$ cat src/rtl/msx_audio_dac.sv
// Stereo PCM -> 1-bit pulse-density DAC: hold, one-pole smoothing, cassette mix with saturation, 1st-order delta-sigma.
// Optional dither build: define AUDIO_DITHER_EN to add a shared 16-bit LFSR dither term.

module msx_audio_dac_ch #(
  parameter int PCM_W        = 16,
  parameter int SMOOTH_SHIFT = 4,
  parameter int CMT_LEVEL    = 4096
) (
  input  logic                    i_clk,
  input  logic                    i_reset_n,
  input  logic                    i_sample_stb,
  input  logic [PCM_W-1:0]        i_pcm,
  input  logic                    i_cmt_in,
  input  logic                    i_tape_en,
  input  logic                    i_mute,
  input  logic signed [4:0]       i_dither,
  output logic                    o_audio,
  output logic                    o_clip
);
  localparam int FW = PCM_W + SMOOTH_SHIFT;
  localparam logic signed [PCM_W:0]   CMT  = (PCM_W+1)'(CMT_LEVEL);
  localparam logic [PCM_W-1:0]        MAXV = {1'b0, {(PCM_W-1){1'b1}}};
  localparam logic [PCM_W-1:0]        MINV = {1'b1, {(PCM_W-1){1'b0}}};

  logic signed [PCM_W-1:0] r_x;
  logic signed [FW-1:0]    r_f;
  logic signed [PCM_W-1:0] r_m;
  logic [PCM_W-1:0]        r_acc;
  logic                    r_audio;
  logic                    r_clip;

  logic signed [PCM_W-1:0] w_t;
  logic signed [FW:0]      w_text;
  logic signed [FW:0]      w_fext;
  logic signed [FW:0]      w_diff;
  logic signed [FW:0]      w_step;
  logic signed [PCM_W-1:0] w_y;
  logic signed [PCM_W:0]   w_cmt;
  logic [PCM_W:0]          w_s;
  logic                    w_ovf;
  logic [PCM_W-1:0]        w_sat;
  logic [PCM_W-1:0]        w_u;
  logic [PCM_W+1:0]        w_sum;

  assign w_t    = i_mute ? '0 : r_x;
  // Difference is one bit wider than the accumulator so a full-scale step cannot wrap.
  assign w_text = {{(SMOOTH_SHIFT+1){w_t[PCM_W-1]}}, w_t};
  assign w_fext = {r_f[FW-1], r_f};
  assign w_diff = (w_text <<< SMOOTH_SHIFT) - w_fext;
  assign w_step = w_diff >>> SMOOTH_SHIFT;
  assign w_y    = r_f[FW-1:SMOOTH_SHIFT];

  assign w_cmt  = i_tape_en ? (i_cmt_in ? CMT : -CMT) : '0;
  assign w_s    = {w_y[PCM_W-1], w_y} + w_cmt;
  assign w_ovf  = w_s[PCM_W] ^ w_s[PCM_W-1];
  assign w_sat  = w_ovf ? (w_s[PCM_W] ? MINV : MAXV) : w_s[PCM_W-1:0];

  // Offset-binary input; a negative sum (only reachable through dither) floors the accumulator.
  assign w_u    = {~r_m[PCM_W-1], r_m[PCM_W-2:0]};
  assign w_sum  = {2'b00, r_acc} + {2'b00, w_u} + {{(PCM_W-3){i_dither[4]}}, i_dither};

  always_ff @(posedge i_clk or negedge i_reset_n) begin
    if (!i_reset_n) begin
      r_x     <= '0;
      r_f     <= '0;
      r_m     <= '0;
      r_acc   <= '0;
      r_audio <= 1'b0;
      r_clip  <= 1'b0;
    end else begin
      if (i_sample_stb)
        r_x <= i_pcm;
      r_f     <= r_f + w_step[FW-1:0];
      r_m     <= w_sat;
      r_clip  <= w_ovf;
      r_audio <= ~w_sum[PCM_W+1] & w_sum[PCM_W];
      r_acc   <= w_sum[PCM_W+1] ? '0 : w_sum[PCM_W-1:0];
    end
  end

  assign o_audio = r_audio;
  assign o_clip  = r_clip;
endmodule

module msx_audio_dac #(
  parameter int PCM_W        = 16,
  parameter int SMOOTH_SHIFT = 4,
  parameter int CMT_LEVEL    = 4096
) (
  input  logic             clk_sys,
  input  logic             reset_n,
  input  logic             sample_stb,
  input  logic [PCM_W-1:0] pcm_l,
  input  logic [PCM_W-1:0] pcm_r,
  input  logic             cmt_in,
  input  logic             tape_en,
  input  logic             mute,
  output logic             audio_l,
  output logic             audio_r,
  output logic             clip_l,
  output logic             clip_r
);
  logic signed [4:0] w_dither;

`ifdef AUDIO_DITHER_EN
  logic [15:0] r_lfsr;
  logic        w_fb;

  // Fibonacci taps 16,14,13,11.
  assign w_fb = r_lfsr[15] ^ r_lfsr[13] ^ r_lfsr[12] ^ r_lfsr[10];

  always_ff @(posedge clk_sys or negedge reset_n) begin
    if (!reset_n)
      r_lfsr <= 16'hACE1;
    else
      r_lfsr <= {r_lfsr[14:0], w_fb};
  end

  assign w_dither = 5'({1'b0, r_lfsr[3:0]}) - 5'd8;
`else
  assign w_dither = 5'sd0;
`endif

  msx_audio_dac_ch #(
    .PCM_W(PCM_W), .SMOOTH_SHIFT(SMOOTH_SHIFT), .CMT_LEVEL(CMT_LEVEL)
  ) u_ch_l (
    .i_clk(clk_sys), .i_reset_n(reset_n), .i_sample_stb(sample_stb), .i_pcm(pcm_l),
    .i_cmt_in(cmt_in), .i_tape_en(tape_en), .i_mute(mute), .i_dither(w_dither),
    .o_audio(audio_l), .o_clip(clip_l)
  );

  msx_audio_dac_ch #(
    .PCM_W(PCM_W), .SMOOTH_SHIFT(SMOOTH_SHIFT), .CMT_LEVEL(CMT_LEVEL)
  ) u_ch_r (
    .i_clk(clk_sys), .i_reset_n(reset_n), .i_sample_stb(sample_stb), .i_pcm(pcm_r),
    .i_cmt_in(cmt_in), .i_tape_en(tape_en), .i_mute(mute), .i_dither(w_dither),
    .o_audio(audio_r), .o_clip(clip_r)
  );
endmodule

$ cat config.mk
export PLATFORM = sky130hd
export DESIGN_NAME = msx_audio_dac
export DESIGN_NICKNAME = d
export VERILOG_FILES = /design/src/rtl/msx_audio_dac.sv
export SDC_FILE = /design/constraint.sdc
export NUM_CORES = 1
export LEC_CHECK = 0
export CAP_MARGIN = 20
export CORE_UTILIZATION = 55
export CTS_BUF_LIST = sky130_fd_sc_hd__clkbuf_4 sky130_fd_sc_hd__clkbuf_8
export DETAILED_ROUTE_END_ITERATION = 10
export PLACE_DENSITY = 0.73
export SYNTH_ARGS = -nofsm -noshare
export SYNTH_HDL_FRONTEND = slang
export SYNTH_HIERARCHICAL = 1
export SYNTH_SLANG_ARGS = --single-unit
$ cat constraint.sdc
create_clock -name clk_sys -period 8.15 [get_ports clk_sys]
set_input_delay 1.63 -clock clk_sys [delete_from_list [all_inputs] [get_ports clk_sys]]
set_output_delay 1.63 -clock clk_sys [all_outputs]
set_load 0.005 [all_outputs]
; Word-level counts from Yosys, hierarchy flattened
; Cells that the tools add are included.
[word_totals]
ff_bits = 140
in_bits = 38
out_inout_bits = 4
elab_cells = 38
[op_classes]
n_addsub = 8
mux = 10
bitwise_logic = 8
[op_table]
columns = operator, count
row1 = $mux W16, 8
row2 = $sub A20 B20 Y21, 2
row3 = $add A20 B20 Y20, 2
row4 = $add A16 B16 Y17, 2
row5 = $add A17 B17 Y17, 2
row6 = $mux W17, 2
row7 = $and A1 B1 Y1, 2
row8 = $not A1 Y1, 2
row9 = $not A1 Y1 const A, 2
row10 = $xor A1 B1 Y1, 2

; Logic depth before layout (Yosys ltp)
[depth]
ltp_word = 5
ltp_mapped = 18
depth_no_buf = 17

; By module
; Netlist, hierarchy kept.
[by_module_without_submodules]
columns = module, instances, cells_per_inst, area_each_um2, seq_area_each_um2
row1 = msx_audio_dac_ch at u_ch_r, 1, 530, 5256.3, 1751.7
row2 = msx_audio_dac_ch at u_ch_l, 1, 519, 5213.8, 1751.7
row3 = msx_audio_dac, 1, 1, 3.8, 0.0

; Worst setup path after synthesis
; OpenSTA, ideal clock, no wires.
[synth_timing]
path_kind = in2reg
start = input port mute
end = register u_ch_r.r_f[15]
arrival_ns = 4.981
required_time_ns = 8.025
setup_slack_ns = 3.044
stages = 15
cell_sequence = nor2b_1 > ha_1 > a211o_1 > a2111oi_0 > o21ai_0 > a21o_1 > a21oi_1 > xnor2_1 > ha_1 > a21oi_1 > nand2_1 > a221o_1 > a31o_2 > a211o_1 > xor2_1
[synth_via]
elab_chain_len = 3
[synth_lines]
columns = element, line
row1 = start: declaration, 97  ; input logic mute,
row2 = $mux W16, 45  ; assign w_t = i_mute ? '0 : r_x;
row3 = $sub A20 B20 Y21, 49  ; assign w_diff = (w_text <<< SMOOTH_SHIFT) - w_fext;
row4 = $add A20 B20 Y20, 73  ; r_f <= r_f + w_step[FW-1:0];
row5 = end signal: assignment, 73
row6 = end: declaration, 26  ; logic signed [FW-1:0] r_f;
; Every way passes these cells.
; A chain may end at the register's enable or synchronous reset.

; Worst setup path in the final report
[layout_timing]
start = input port mute
end = register u_ch_r.r_f[18]
; The elaborated chain is that of the path after synthesis.

==> flow_summary.toml <==
[run_status]
status = "complete, no violations"

[synth]
synthesis.area_mm2 = 0.0105
ys_types = 74
synth-seq-cells = 140
synth.area.top_cells = "dfrtp_1 33%, ha_1 14%, fa_1 7.3%, a21oi_1 4.0%, xor2_1 3.8%"
yosys.area.top_type = "dfrtp_1"
syn_area_per_cell_um2 = 9.98
yosys_warnings = 6
synth.yosys.seq_area_share_pct = 33.4
synth_edf_count = 0
netlist_instances = 1050
synth_top_area_share_pct = 33.4
ys.flop_type = "dfrtp_1"
async_flop_share_pct = 100

[setup_path]
crit_arrival_ps = 6310
ff2ff_setup_slack_ps = 3770
crit_path_start = "mute"
worstPathMaxFanout = 17
reg2reg_to = "u_ch_r/r_f[18]"
r2r_start = "u_ch_r/r_x[0]"
worstPathRequired_ps = 8490
cp-start-kind = "primary input"
worstSetupEndpoint = "u_ch_r/r_f[18]"
ff2ff_path_depth = 16
worstSetupPathType = "in2reg"
end_kind = "flop"

[die]
start_util_pct = 56.0
num_rows = 50
die_x_um = 140
fp.dieArea_mm2 = 0.0196
fp.dieH_um = 140
num_io_pins = 42
coreArea_mm2 = 0.0187

[placed_design]
io_buffers = 41
gp_congestion = 0.906
dp_hpwl_mm = 16.1

[clocking]
cts_max_level = 4
clock_latency_ps = 470
cts-root-buf = "clkbuf_8"
cts-buffers-inserted = 17
clkSlewWorstSetupHoldPaths_ps = 80
post_cts_buffers = 0
clk_path_buf_depth = 2
holdBufCountCts = 0
cts_resized = 0
cts_tree = "done"
clock-sinks = 140

[route]
drt-total-wl_mm = 20.7
ant_nets = 0
drc = 0
routedWlPerCell_um = 15.0
drt_iter0_drc = 367
post_drt_via_cell_ratio = 5.61
dr_total_vias = 7744
firstDrtPassIters = 5

[timing]
relSlewSlack_pct = 40.6
slew_viol_final = 0
max_freq_mhz = 167
fin_crit_sh_pct = 73.3
rsz0062_at_grt = "false"
tightest_slew_ps = 886
fin_skew_ps = 15.2
tns_ps = 0
final-setup-viol-count = 0
final.min_clock_period_ps = 5970
final-hold-violation-count = 0

[hold_path]
hold_path.class = "reg2reg"
hold_depth = 1

[cells_and_area]
diodes = 0
drive_gt1_share_pct = 8.29
fillCellCount = 1512
final_net_count = 1323
syn_to_final_growth_pct = 12.2

[global_route]
grt_pass1_wl_mm = 34.8
grt_max_degree = 78
grt_pass1_vias = 7367
grt_overflow = 0
grt_usage_pct = 22.3
antenna_found_initial = 0

[flow_run]
maxCapViolations = 0
==> synthesized netlist by cell type (4+ instances only) <==
master and instances:
dfrtp_1 140, ha_1 114, a21oi_1 83, nor2_1 70, o21ai_0 67, inv_1 62
nor2b_1 49, xor2_1 46, nand2_1 43, xnor2_1 41, a21o_1 40, fa_1 38
mux2_2 34, o21a_1 21, nand3_1 15, clkbuf_1 14, nand2b_1 14, nor3_1 13
a31oi_1 11, a211oi_1 9, o21ai_1 9, o21bai_1 7, and3_1 6, o31ai_1 6
a211o_1 5, a21boi_0 5, a31o_2 5, nand3b_1 5, nand4_1 5, or3_1 5
and2_1 4, o211ai_1 4, or2_2 4
==> critical path, stage by stage <==
cell,delay [ps]
clkdlybuf4s50_1,820
nor2b_1,120
ha_1,370
a211o_1,290
a2111oi_0,640
o21ai_0,240
a21o_1,200
a21oi_1,170
xnor2_1,140
ha_1,300
nand2_1,130
nor2_1,70
a31oi_1,200
a21boi_0,180
a211oi_1,450
o21ai_0,180
xor2_1,160
==> flip-flops by register name, summed over array words and instances, names as in the netlist <==
register and count:
u_ch_l/r_acc 16, u_ch_r/r_f 20, u_ch_r/o_clip 1, u_ch_r/o_audio 1, u_ch_l/r_m 16, u_ch_r/r_acc 16
u_ch_r/r_m 16, u_ch_l/o_audio 1, u_ch_l/r_f 20, u_ch_r/r_x 16, u_ch_l/r_x 16, u_ch_l/o_clip 1
==> placed cells by master, fill, tap and decap left out, types with 17 or more instances in the layout <==
| master | n |
|---|---|
| a21o_1 | 40 |
| a21oi_1 | 83 |
| clkbuf_8 | 17 |
| clkdlybuf4s50_1 | 40 |
| conb_1 | 38 |
| dfrtp_1 | 140 |
| fa_1 | 38 |
| ha_1 | 114 |
| inv_1 | 62 |
| mux2_2 | 34 |
| nand2_1 | 43 |
| nor2_1 | 70 |
| nor2b_1 | 49 |
| o21a_1 | 21 |
| o21ai_0 | 67 |
| xnor2_1 | 41 |
| xor2_1 | 46 |
==> per-layer routing <==
metal	track usage, %	vias up	part of all wire, %
met2	33.9	166	44
met5	0	-	0
met3	3.90	19	4.2
met4	5.03	0	0.84
li1	-	3871	-
met1	33.3	3688	51
==> logic make-up (layout without fill, tap and decap cells) <==
group,Yosys count,after routing,synth area share [%]
buffers and inverters,81,140,3.12
and+or+nand+nor,248,248,12.3
AOI/OAI and AO/OA,303,303,18.7
adders and majority gates,152,152,20.9
other,1,38,0.0358
DFF,140,140,33.4
xor gates and xnor gates,89,89,7.65
muxes,36,36,3.85
==> stage by stage <==
step | area, um^2 | utilization (%) | setup WS (ps) | hold slack, ps | std cells
2_1_floorplan | 10600 | - | 3040 | 473 | 1087
3_3_place_gp | 11300 | 60.2 | 1870 | 481 | 1348
3_5_place_dp | 11300 | 60.2 | 1770 | 488 | 1348
4_1_cts | 11800 | 62.8 | 2260 | 508 | 1380
5_1_grt | 11800 | 62.8 | 1860 | 519 | 1380
6_report | 11800 | 62.8 | 2180 | 503 | 1380
==> how the worst min path moves through the flow <==
stage,from,end,slack (ps)
6_report,u_ch_l/r_x[9],u_ch_l/r_x[9],500
5_1_grt,u_ch_l/r_x[2],u_ch_l/r_x[2],520
4_1_cts,u_ch_l/r_x[9],u_ch_l/r_x[9],510
3_5_place_dp,u_ch_r/r_x[5],u_ch_r/r_x[5],490
3_3_place_gp,u_ch_r/r_x[3],u_ch_r/r_x[3],480
2_1_floorplan,u_ch_l/r_x[0],u_ch_l/r_x[0],470
==> cell type report <==
cell class / instances / area, um^2 / share of cell area [%]
Timing Repair Buffer: 46 / 449 / 3.82
Clock inverter: 15 / 262 / 2.22
Clock buffer: 17 / 234 / 1.99
Sequential cell: 140 / 3500 / 29.8
Inverter: 62 / 233 / 1.98
Tap cell: 234 / 293 / 2.49
Multi-Input combinational cell: 866 / 6780 / 57.7
Power is not shown: default switching activity piles up to over one toggle a cycle in this logic, so the estimate is an artifact.
